`src/rtl/fpmul_share_ctrl.sv`:
```
// fpmul_share_ctrl: round-robin sharing of one multi-cycle FP multiplier among N requesters
module fpmul_share_ctrl #(
  parameter int N = 4,
  parameter int IDW = 2,
  parameter int TIMEOUT = 15
) (
  input  logic             Clk,
  input  logic             Rst_n,
  input  logic [N-1:0]     Req,
  input  logic [32*N-1:0]  ReqA,
  input  logic [32*N-1:0]  ReqB,
  output logic [N-1:0]     Gnt,
  output logic             RespValid,
  input  logic             RespReady,
  output logic [IDW-1:0]   RespId,
  output logic [31:0]      RespProduct,
  output logic             RespOvf,
  output logic             RespUnf,
  output logic             RespErr,
  output logic             MulSt,
  output logic [31:0]      MulA,
  output logic [31:0]      MulB,
  input  logic             MulDone,
  input  logic [31:0]      MulProduct,
  input  logic             MulOvf,
  input  logic             MulUnf
);
  typedef enum logic [1:0] {IDLE, START, WAIT, RESP} state_t;
  state_t state;
  logic [IDW-1:0] ptr, sel;
  logic [7:0] cnt;
  // first requester at or cyclically after ptr; scanned backwards so the nearest one wins
  always_comb begin
    sel = ptr;
    for (int k = N - 1; k >= 0; k--)
      if (Req[(int'(ptr) + k) % N]) sel = IDW'((int'(ptr) + k) % N);
  end
  // single-job sequencer: grant, start pulse, wait for Done or timeout, hold response until accepted
  always_ff @(posedge Clk or negedge Rst_n) begin
    if (!Rst_n) begin
      state <= IDLE;
      ptr <= '0;
      cnt <= '0;
      Gnt <= '0;
      MulSt <= 1'b0;
      MulA <= '0;
      MulB <= '0;
      RespValid <= 1'b0;
      RespId <= '0;
      RespProduct <= '0;
      RespOvf <= 1'b0;
      RespUnf <= 1'b0;
      RespErr <= 1'b0;
    end else begin
      Gnt <= '0;
      MulSt <= 1'b0;
      case (state)
        IDLE: if (|Req) begin
          Gnt <= {{(N-1){1'b0}}, 1'b1} << sel;
          MulSt <= 1'b1;
          MulA <= ReqA[32*sel +: 32];
          MulB <= ReqB[32*sel +: 32];
          RespId <= sel;
          ptr <= (sel == IDW'(N - 1)) ? '0 : sel + 1'b1;
          state <= START;
        end
        START: begin
          cnt <= '0;
          state <= WAIT;
        end
        WAIT: begin
          cnt <= cnt + 1'b1;
          if (MulDone || cnt == 8'(TIMEOUT - 1)) begin
            RespValid <= 1'b1;
            RespErr <= !MulDone;
            RespProduct <= MulDone ? MulProduct : '0;
            RespOvf <= MulDone && MulOvf;
            RespUnf <= MulDone && MulUnf;
            state <= RESP;
          end
        end
        RESP: if (RespReady) begin
          RespValid <= 1'b0;
          state <= IDLE;
        end
      endcase
    end
  end
endmodule
```
`config.mk`:
```
export PLATFORM = sky130hd
export DESIGN_NAME = fpmul_share_ctrl
export DESIGN_NICKNAME = d
export VERILOG_FILES = /design/src/rtl/fpmul_share_ctrl.sv
export SDC_FILE = /design/constraint.sdc
export NUM_CORES = 1
export LEC_CHECK = 0
export ABC_CLOCK_PERIOD_IN_PS = 2350
export BUFFER_PORTS_ARGS = -buffer_cell sky130_fd_sc_hd__buf_2
export CAP_MARGIN = 20
export CORE_AREA = 2 2 156 158
export DETAILED_ROUTE_END_ITERATION = 8
export DIE_AREA = 0 0 158 160
export PLACE_DENSITY_LB_ADDON = 0.25
export SLEW_MARGIN = 15
export SYNTH_ARGS = -nofsm -noshare
export SYNTH_HDL_FRONTEND = slang
export SYNTH_SLANG_ARGS = --single-unit
```
`constraint.sdc`:
```
create_clock -name Clk -period 2.35 [get_ports Clk]
set_input_delay 0.47 -clock Clk [delete_from_list [all_inputs] [get_ports Clk]]
set_output_delay 0.47 -clock Clk [all_outputs]
set_load 0.03 [all_outputs]
```
Word-level counts from Yosys, hierarchy flattened --
Index checks and enable logic that the tools add are counted.
Storage, ports and cells: word-level logic and storage cells 80, output and inout port bits 107, flip-flop bits (word level) 119
Cells by class: add/subtract/negate cells 5, shift-type cells 3, equality and inequality tests 8, reduce and logical (&&, ||, !) cells 15, magnitude comparators 4, bitwise gates (word level) 3, multiplexer cells 29
Operators by type and width (count):
- $shiftx 128x8->32 | 2
- $mux 32 | 1
- $mux 2 | 8
- $pmux 8 s2 | 1
- $lt 3x4->1 const B | 3
- $mux 1 | 11
- $add 8x1->8 const B | 1
- $bmux 1 s2 | 4
- $eq 8x4->1 const B | 1
- $mux 4 | 2
- $pmux 2 s4 | 1
- $eq 2x2->1 const B | 3
- $ne 2x2->1 const B | 3
- $reduce_and 3->1 | 2
- $reduce_or 2->1 | 3
- $add 2x1->2 const B | 2
- $add 2x2->2 const B | 2
- $reduce_and 2->1 | 2
- $reduce_bool 2->1 | 2
- $reduce_or 4->1 | 1
- $shl 1x2->4 const A | 1
- $and 1x1->1 const A | 3
- $lt 2x3->1 const B | 1
- $eq 2x1->1 const B | 1
- 5 further kinds | 6

Depth between registers and ports, before layout --
Gate-level depths: netlist (run 1).
depth after elaboration 13, depth in mapped cells 10, mapped depth without buffers 7

Worst setup path before layout (run 1) --
Ideal clock, no wire load.
path type input -> register, from in Req[3], to reg MulA[23], data arrival time 1789 ps, stages on the path 9, path slack 474 ps, path buffers 3, setup time 87 ps, required time 2263 ps, cells stage by stage nor4_1 nand2b_1 buf_4 inv_2 o311ai_2 buf_6 buf_2 a221oi_1 a211oi_2
On the way: cells in the longest elaborated chain, start to end 8
RTL lines:
- start: declaration | line 9 | input logic [N-1:0] Req,
- $bmux 1 s2 | line 36 | if (Req[(int'(ptr) + k) % N]) sel = IDW'((int'(ptr) + k) % N);
- $mux 1 (implied by the code) (2 in a row) | line 36
- $mux 2 (4 in a row) | line 36
- $shiftx 128x8->32 | line 61 | MulA <= ReqA[32*sel +: 32];
- end signal: assignment | line 61
- end: declaration | line 21 | output logic [31:0] MulA,
Several ways; a longest one is shown, not always the timed one. The select of a mux whose other input is x is not followed. A chain may end at the register's enable or synchronous reset.

Worst setup path after layout (run 1) --
from reg ptr[1], to reg MulA[2]
On the way: cells in the longest elaborated chain, start to end 9
RTL lines:
- start: declaration | line 30 | logic [IDW-1:0] ptr, sel;
- start signal: assignment | line 64 | ptr <= (sel == IDW'(N - 1)) ? '0 : sel + 1'b1;
- $add 2x2->2 | line 36
- $bmux 1 s2 | line 36
- $mux 1 (implied by the code) (2 in a row) | line 36
- $mux 2 (3 in a row) | line 36
- $mux 2 (*) | line 36
- $shiftx 128x8->32 (*) | line 61
Every way passes the cells marked *; elsewhere a longest branch is shown, timed or not. The select of a mux whose other input is x is not followed.

==> metrics.txt, run 1 <==
status=complete, no violations; maxcap violations=0; drt pass-1 iters=5; synthesized flop and latch total=119; Routed WL=27,400 microns; startpoint types=register; Max-slew headroom=between 40% and 50%; worst vdd ir=0.629 mV; Num CTS Buffers=17; Leak=4.96 nW; Gate Count Post-Synth=~640; clock skew=approximately 0.011 ns; Yosys warning total=0; die area=around 25,000 sq um; Initial Util=about 30%; placed insts=~1,300; Clk pin slew, worst setup/hold paths=0.06 ns; crit share post-route=94.4%; Clock Tree Root=clkbuf_16; design area=between 10,000 and 15,000 sq um; Die Wd=roughly 160 microns; post-synthesis sequential area ratio=between 40% and 50%; initial antenna violation count=12; # setup viols final=0; Hold WC Path Type=input port to register; post-route antenna net violation count=0; Critical Setup Path Class=register to register; Final Hold Fails=0; Post-Place Cell Area=about 9400 sq um; largest net degree at the start of global routing=71; Sink Count=about 120; Netlist cell types=44; layout cell share with drive strength beyond 1=a little over half; Layout Cells excl Fill=1,375; # DRC=0; Final GP Congestion=between 0.7 and 0.8; vias in the first global route=6,984; Total Power=14.0 mW; synthesis-to-finish area growth=44.6%; Initial DRC Count=307; CP endpoint kind=register; fill cell count=~2,400; TNS Setup=0 ns; first-pass GRT wire length=40,400 microns; slew at the pin closest to its max-slew limit=slightly below 0.9 ns; Max Freq=around 0.45 GHz; io pins=just over 400; GRT Total Usage=between 20% and 30%; post-DR vias/cell=roughly 5; final net count=~1,300; Synth Cell Area=6960 sq um; min Tclk post-route=2.22 ns; total power divided by cell area=between 1000 and 1500 nW/um^2; syn avg cell area=10.9 sq um; die height=approximately 160 microns; via count=around 6,900; wire per inst=between 15 and 20 microns; CP required=2.65 ns; htree depth=4; placeable core area=about 24,000 sq um; Overflow after GRT=0; RSZ-0062 raised after global routing=no; Skew-Pair Late Insertion Delay=around 0.42 ns; number of core rows=57; clk buf depth=2; syn nets=between 900 and 1,000; Critical Path Fanout Max=19; CTS tree=done; dpl hpwl=between 20,000 and 25,000 microns; Port Buffer Count=approximately 400; Final Max Slew Viols=0; Setup Fix Bufs, Post-CTS=0; CP arrival=2.51 ns
==> layer usage <==
layer / share of wire (%) / GRT usage, %
met1: 41 / 25.5
met2: 49 / 35.6
met3: 7.5 / 6.16
met4: 1.9 / 8.19
met5: 0.047 / 0
==> layout make-up <==
type                       count  area [sq um]  share of cell area, %
antenna                       10          25.0                  0.249
clock buffer                  18           439                   4.37
clock inverter                14           163                   1.62
inverter                      15          61.3                  0.610
multi-input combinational    438          3570                   35.5
sequential                   119          2980                   29.6
tap                          324           405                   4.03
timing repair buffer         437          2410                   24.0
==> registers in the layout, summed over array words and instances (netlist names) <==
signal,cells
MulA,32
MulB,32
RespProduct,32
cnt,8
Gnt,4
RespId,2
ptr,2
state,2
MulSt,1
RespErr,1
RespOvf,1
RespUnf,1
RespValid,1
==> worst paths after layout <==
check	from	to	slack, ns	depth (start not counted)
max in group asynchronous	Rst_n	MulA[22]$_DFFE_PN0P_	1.25	3
min in group asynchronous	Rst_n	RespProduct[7]$_DFFE_PN0P_	0.46	2
worst max register to register	ptr[1]$_DFFE_PN0P_	MulA[2]$_DFFE_PN0P_	0.13	8
worst min register to register	RespProduct[7]$_DFFE_PN0P_	RespProduct[7]$_DFFE_PN0P_	0.50	1
worst min-delay path	MulProduct[29]	RespProduct[29]$_DFFE_PN0P_	0.26	2
worst max-delay path	ptr[1]$_DFFE_PN0P_	MulA[2]$_DFFE_PN0P_	0.13	8
==> synthesized netlist by cell type, drive strengths merged <==
| cell | instances | area [sq um] |
|---|---|---|
| o311ai | 1 | 16.3 |
| xor2 | 1 | 8.76 |
| o32a | 1 | 10.0 |
| dfrtp | 119 | 2980 |
| nand2b | 3 | 18.8 |
| a21boi | 1 | 7.51 |
| a21oi | 8 | 40.0 |
| o21a | 1 | 7.51 |
| inv | 15 | 61.3 |
| nand3 | 4 | 20.0 |
| a221oi | 65 | 638 |
| o22ai | 2 | 12.5 |
| a211oi | 65 | 793 |
| nor2 | 70 | 263 |
| a22o | 35 | 307 |
| nor3 | 4 | 20.0 |
| mux2i | 67 | 671 |
| a22oi | 1 | 7.51 |
| or2 | 1 | 6.26 |
| ha | 7 | 87.6 |
| and2 | 3 | 18.8 |
| nor4 | 1 | 6.26 |
| buf | 24 | 223 |
| or3 | 2 | 12.5 |
| a31oi | 1 | 6.26 |
| and3 | 66 | 418 |
| mux2 | 1 | 11.3 |
| nand4 | 1 | 6.26 |
| nand2 | 11 | 41.3 |
| nor2b | 4 | 25.0 |
| o21ai | 10 | 50.1 |
| nand3b | 1 | 7.51 |
| clkbuf | 42 | 158 |
==> where the power goes <==
part | total [mW] | switching [mW] | leakage [nW] | internal [mW]
registers | 3.56 | 0.549 | 1.40 | 3.01
clock network | 2.72 | 1.10 | 0.300 | 1.62
logic | 7.75 | 4.94 | 3.26 | 2.81
total | 14.0 | 6.59 | 4.96 | 7.44
==> metrics by stage <==
stage | setup WS (ns) | utilization, % | hold slack (ns)
2_1_floorplan | 0.474 | - | 0.174
3_3_place_gp | 0.0338 | 39.5 | 0.377
3_5_place_dp | -0.00749 | 39.5 | 0.376
4_1_cts | 0.168 | 42.1 | 0.236
5_1_grt | 0.0300 | 42.2 | 0.243
6_report | 0.131 | 42.2 | 0.259
==> what timing repair did <==
| action | CTS | global route |
|---|---|---|
| hold buffers | 1 | 0 |
| resized for setup | 0 | 0 |
| hold endpoints to repair | 17 | 0 |
==> placed cells by master (no fill, tap or decap), types with 3 or more instances in the layout <==
master,n
buf_2,403
dfrtp_1,119
nor2_1,70
mux2i_1,67
and3_1,65
a211oi_2,60
a221oi_1,54
a22o_1,35
buf_4,22
clkbuf_16,17
inv_1,12
nand2_1,11
a221oi_2,11
buf_12,11
diode_2,10
o21ai_0,8
a21oi_1,8
inv_6,7
ha_1,7
nor2b_1,4
nor3_1,4
a211oi_1,4
nand2b_1,3
and2_1,3
nand3_1,3
==> worst max-delay path: stages (launching register included) <==
cell	delay, ns
dfrtp_1	0.48
nand2_1	0.11
a22oi_1	0.07
or2_4	0.25
and3_4	0.18
inv_6	0.19
buf_4	0.23
mux2i_1	0.44
a211oi_2	0.13
==> kinds of logic (layout without fill, tap and decap cells) <==
logic type / Yosys count / in the layout / synth area share, %
buf+inv: 81 / 484 / 6.35
flops: 119 / 119 / 42.8
xor+xnor: 1 / 1 / 0.126
simple gates: 171 / 171 / 12.4
mux: 68 / 68 / 9.80
fa+ha+maj: 7 / 7 / 1.26
compound gates: 191 / 191 / 27.2
other cells: 0 / 10 / 0
(Power assumes the default switching activity.)
==> run 2, diff against run 1 <==
--- a/config.mk
+++ b/config.mk
@@ -12,6 +12,7 @@
 export DETAILED_ROUTE_END_ITERATION = 8
 export DIE_AREA = 0 0 158 160
 export PLACE_DENSITY_LB_ADDON = 0.25
+export RECOVER_POWER = 50
 export SLEW_MARGIN = 15
 export SYNTH_ARGS = -nofsm -noshare
 export SYNTH_HDL_FRONTEND = slang
==> run 2 against run 1 <==
  * Worst setup slack gained 0.041 ns
  * Clock power hardly changed
  * Sequential cell count is the same
  * Sequential power barely moved
  * Critical path depth unchanged
  * Register-to-register slack improved by 0.04 ns
  * Power is 0.71% lower
  * Global-route usage unchanged
  * Combinational power decreased by 1%
  * Clock-buffer cell count stayed put
  * Via count shrank 0.13%
  * Critical path type unchanged
  * Critical endpoint unchanged
  * Largest cell class unchanged
==> metrics.txt, run 2 (synthesized netlist as in run 1, its figures left out) <==
status=complete, no violations; post-route antenna net violation count=0 (unchanged); worst path bufs/invs=2 (unchanged); # setup viols final=0 (unchanged); clk buf depth=2 (unchanged); commonest non-fill, non-tap cell in the layout=buf_2; Routed WL=27,500 microns (+0.15%); Initial DRC Count=326 (+6.2%); RSZ-0062 raised after global routing=no; die height=160 microns (unchanged); Overflow after GRT=0 (unchanged); wire per inst=20.0 microns (+0.15%); Sink Count=119 (unchanged); Num CTS Buffers=17 (unchanged); Final Hold Fails=0 (unchanged); CP required=2.65 ns (about the same); CP max stage cell=dfrtp_1; via count=6,862 (-0.13%); # DRC=0 (unchanged); CTS tree=done; worst vdd ir=0.614 mV (-2.5%); Final Util=41.9% (-0.32 points); dpl hpwl=20,200 microns (unchanged); commonest non-fill, non-tap cells in the layout=buf_2, dfrtp_1, nor2_1; Clock Tree Root=clkbuf_16; number of core rows=57 (unchanged); Final Max Slew Viols=0 (unchanged); Die Wd=158 microns (unchanged); first-pass GRT wire length=40,400 microns (unchanged); initial antenna violation count=12 (unchanged); drt pass-1 iters=5 (unchanged); Hold WC Path Type=input port to register; Max Freq=0.459 GHz (+1.9%); biggest regs=MulA: 32 flops, MulB: 32 flops, RespProduct: 32 flops; CP endpoint kind=register; placeable core area=23,800 sq um (unchanged); post-DR vias/cell=4.99 (-0.13%); delay-heaviest family, CP=simple AND/OR/NAND/NOR gates; Max-slew headroom=24.6% (-17 points); Critical Setup Path Class=register to register; cts repair resizes=0 (unchanged); CP arrival=2.48 ns (-0.03 ns); Final GP Congestion=0.779 (unchanged); Place WS=-0.00749 ns (unchanged); layout cell share with drive strength beyond 1=47.8% (-4.9 points); vias in the first global route=6,984 (unchanged); Initial Util=29.2% (unchanged); Clk pin slew, worst setup/hold paths=0.07 ns (about the same); Port Buffer Count=404 (unchanged); crit share post-route=92.7% (-1.8 points); synthesis-to-finish area growth=43.5%; startpoint types=register; Skew-Pair Late Insertion Delay=0.42 ns (about the same); Total Power=13.9 mW (-0.71%); min Tclk post-route=2.18 ns (-0.0413 ns); io pins=405 (unchanged); Final Worst Setup Slack=0.172 ns (+0.0413 ns); GRT Total Usage=21.2% (unchanged); slowest stage delay, CP=0.48 ns (about the same); largest net degree at the start of global routing=71 (unchanged); TNS Setup=0 ns (unchanged); worst path cell trace=nand2_1 -> a22oi_1 -> or2_4 -> and3_4 -> inv_6 -> buf_4 -> mux2i_1 -> a211oi_2; Setup Fix Bufs, Post-CTS=0 (unchanged); final net count=1,333 (unchanged); Critical Path Fanout Max=19 (unchanged); clock skew=0.0107 ns (+0.0000295 ns); die area=25,300 sq um (unchanged); htree depth=4 (unchanged); slew at the pin closest to its max-slew limit=1.13 ns (+0.262 ns); Leak=4.82 nW (-2.9%); maxcap violations=0 (unchanged); total power divided by cell area=1400 nW/um^2 (about the same)
run 2: cell types whose count changed in the layout (fill, tap and decap cells not counted):
cell,before,now
buf_4,22,21
buf_2,403,353
buf_12,11,10
clkbuf_1,0,51
buf_6,0,1
run 2: per-layer routing:
metal | share of wire, % | up-vias | track usage [%]
li1 | - | 3244 | -
met1 | 41 | 3285 | 25.5
met4 | 1.9 | 2 | 8.19
met2 | 49 | 299 | 35.6
met5 | 0.047 | - | 0
met3 | 7.7 | 32 | 6.16
run 2: power breakdown:
group          internal (mW)  total [mW]  switching, mW
Sequential              3.01        3.57          0.566
Combinational           2.70        7.64           4.94
Clock                   1.62        2.72           1.10
Total                   7.33        13.9           6.61
run 2: layout make-up:
cell class / count / area (sq um)
diodes: 10 / 25.0
clock buffers: 18 / 439
clock inverters: 14 / 163
fillers: 2453 / 13800
inverters: 15 / 61.3
multi-input cells: 438 / 3570
flip-flops and latches: 119 / 2980
well taps: 324 / 405
repair buffers: 437 / 2340
run 2: worst register-to-register path, delay by kind of cell, from the launching register on:
kind	cells	cell delay [ns]
AOI/OAI and AO/OA	2	0.19
buffers and inverters	2	0.44
DFF	1	0.48
muxes	1	0.41
and+or+nand+nor	3	0.54
run 2: path summary, 6_finish.rpt:
kind	slack, ns	endpoint	depth (start not counted)	startpoint
worst max register to register	0.17	MulA[2]$_DFFE_PN0P_	8	ptr[1]$_DFFE_PN0P_
worst min register to register	0.50	RespProduct[7]$_DFFE_PN0P_	1	RespProduct[7]$_DFFE_PN0P_
min in group asynchronous	0.78	RespProduct[11]$_DFFE_PN0P_	2	Rst_n
worst max-delay path	0.17	MulA[2]$_DFFE_PN0P_	8	ptr[1]$_DFFE_PN0P_
max in group asynchronous	0.42	MulA[21]$_DFFE_PN0P_	3	Rst_n
worst min-delay path	0.26	RespProduct[7]$_DFFE_PN0P_	2	MulProduct[7]
run 2: repair_timing:
item,4_1_cts,5_1_grt
hold buffers,1,0
endpoints found under the hold margin,17,0
setup endpoints to repair,0,0
run 2: metrics by stage:
step	hold slack [ns]	std cells	cell area (sq um)
finish	0.258	1375	9980
global route	0.243	1371	9970
CTS	0.236	1365	10000
detailed placement	0.376	1332	9420
global placement	0.377	1332	9420
floorplan	0.174	638	6960
==> run 3, diff against run 2 <==
--- a/config.mk
+++ b/config.mk
@@ -13,6 +13,7 @@
 export DIE_AREA = 0 0 158 160
 export PLACE_DENSITY_LB_ADDON = 0.25
 export RECOVER_POWER = 50
+export SETUP_SLACK_MARGIN = 0.4
 export SLEW_MARGIN = 15
 export SYNTH_ARGS = -nofsm -noshare
 export SYNTH_HDL_FRONTEND = slang
==> run 3 against run 2 <==
  * Via count is 1.5% higher
  * Power grew 6.3%
  * Sequential power about the same
  * Clock skew decreased by 0.0025 ns
  * Worst hold slack worse by 0.0034 ns
  * Wire length rose by 3.7%
  * Non-clock buffer count is 11 higher
  * Global-route usage is 0.52 points higher
  * Design area increased by 6.8%
  * Clock power hardly changed
  * Clock-buffer cell count stayed put
  * Die area stayed put
  * Largest cell class unchanged
==> metrics.txt, run 3 (synthesized netlist as in run 1, its figures left out) <==
CTS tree=done; Port Buffer Count=404 (unchanged); design area=10,700 sq um (+6.8%); Clock Tree Root=clkbuf_16; clk buf depth=2 (unchanged); Final Max Slew Viols=0 (unchanged); via count=6,962 (+1.5%); Initial DRC Count=286 (-12%); vias in the first global route=7,057 (+1.0%); Place WS=-0.00749 ns (unchanged); drt pass-1 iters=4 (-1); worst vdd ir=0.630 mV (+2.7%); min Tclk post-route=1.93 ns (-0.246 ns); final net count=1,344 (+0.83%); R2R setup slack=0.42 ns (+0.25 ns); initial antenna violation count=10 (-2); Min Hold Slack=0.255 ns (-0.00337 ns); RSZ-0062 raised after global routing=yes; # setup viols final=0 (unchanged); Max Freq=0.518 GHz (+13%); crit share post-route=82.2% (-10 points); CP arrival=2.22 ns (-0.26 ns); Layout Cells excl Fill=1,383 (+0.58%); worst path cell trace=nand2b_1 -> a22oi_2 -> or2_4 -> and3_4 -> inv_12 -> buf_16 -> mux2i_2 -> a211oi_2; layout cell share with drive strength beyond 1=54.4% (+6.5 points); status=complete, no violations; dpl hpwl=20,200 microns (unchanged); post-route antenna net violation count=0 (unchanged); Leak=5.02 nW (+4.3%); Num CTS Buffers=17 (unchanged); CP required=2.64 ns (about the same); Seq. cell area=2980 sq um (about the same); GRT Total Usage=21.7% (+0.52 points); commonest non-fill, non-tap cell in the layout=buf_2; clock skew=0.00815 ns (-0.00252 ns); htree depth=4 (unchanged); wire per inst=20.6 microns (+3.1%); Final GP Congestion=0.779 (unchanged); fill cell count=2,360 (-3.8%); Overflow after GRT=0 (unchanged); io pins=405 (unchanged); Routed WL=28,500 microns (+3.7%); Post-Place Cell Area=9420 sq um (unchanged); placeable core area=23,800 sq um (unchanged); number of core rows=57 (unchanged); CP endpoint kind=register; die area=25,300 sq um (unchanged); Final Worst Setup Slack=0.418 ns (+0.246 ns); Die Wd=158 microns (unchanged); Final Hold Fails=0 (unchanged); TNS Setup=0 ns (unchanged); first-pass GRT wire length=41,300 microns (+2.2%); Sink Count=119 (unchanged); # DRC=0 (unchanged); synthesis-to-finish area growth=53.3%; post-DR vias/cell=5.03 (+0.87%); Critical Path Fanout Max=24 (+5); Critical Setup Path Class=register to register; Hold WC Path Type=input port to register; Max-slew headroom=20.4% (-4.2 points); Initial Util=29.2% (unchanged); largest net degree at the start of global routing=71 (unchanged); slowest stage delay, CP=0.42 ns (-0.06 ns); maxcap violations=0 (unchanged); slew at the pin closest to its max-slew limit=1.19 ns (+0.0625 ns); placed insts=1,332 (unchanged); die height=160 microns (unchanged); commonest non-fill, non-tap cells in the layout=buf_2, dfrtp_1, nor2_1; CP max stage cell=dfrtp_1; Multi-input gate area=4010 sq um (+12%); startpoint types=register; biggest regs=MulA: 32 flops, MulB: 32 flops, RespProduct: 32 flops; Clk pin slew, worst setup/hold paths=0.07 ns (about the same); Skew-Pair Late Insertion Delay=0.42 ns (about the same); total power divided by cell area=1390 nW/um^2 (-0.49%)
-- run 3: repair_timing --
item / in CTS / in global routing
pin swaps: 1 / 2
setup endpoints to repair: 65 / 66
setup buffers: 3 / 4
hold buffers: 1 / 0
endpoints found under the hold margin: 17 / 0
resized for setup: 26 / 63
gates cloned: 3 / 1
-- run 3: routing by layer --
layer / vias up / global-route usage (%) / share of wire [%] / routed length [microns]
li1: 3274 / - / - / -
met1: 3369 / 26.3 / 41 / 11700
met2: 281 / 36.5 / 50 / 14100
met3: 36 / 5.86 / 7.6 / 2170
met4: 2 / 8.72 / 1.8 / 509
met5: - / 0 / 0.046 / 13
-- run 3: per-stage QoR --
stage                     power (mW)  util (%)
after floorplan                 9.01         -
after detailed placement        11.4      39.5
final                           14.8      44.8
after global routing            15.6      44.7
after CTS                       14.6      43.2
after global placement          11.3      39.5
-- run 3: cell type report --
type                            count  share of cell area, %
Sequential cell                   119                   27.9
Clock inverter                     14                   1.53
Timing Repair Buffer              448                   24.2
Tap cell                          324                   3.80
Clock buffer                       18                   4.12
Multi-Input combinational cell    438                   37.6
Antenna cell                        7                  0.164
Inverter                           15                  0.645
-- run 3: final timing paths --
path	startpoint	to	cells past startpoint
min in group asynchronous	Rst_n	RespProduct[7]$_DFFE_PN0P_	2
worst max-delay path	ptr[0]$_DFFE_PN0P_	MulA[3]$_DFFE_PN0P_	8
worst max register to register	ptr[0]$_DFFE_PN0P_	MulA[3]$_DFFE_PN0P_	8
max in group asynchronous	Rst_n	MulA[22]$_DFFE_PN0P_	3
worst min register to register	RespProduct[7]$_DFFE_PN0P_	RespProduct[7]$_DFFE_PN0P_	1
worst min-delay path	MulProduct[7]	RespProduct[7]$_DFFE_PN0P_	2
-- run 3: worst max-delay path, delay by kind of cell, from the launching register on --
family | cells | cell delay [ns]
buf+inv | 2 | 0.38
compound gates | 2 | 0.18
flops | 1 | 0.42
simple gates | 3 | 0.52
mux | 1 | 0.29
-- run 3: power by group --
part	leakage (nW)	internal, mW	switching [mW]
Combinational	3.32	3.20	5.31
Sequential	1.40	3.01	0.561
Clock	0.300	1.62	1.11
Total	5.02	7.83	6.98
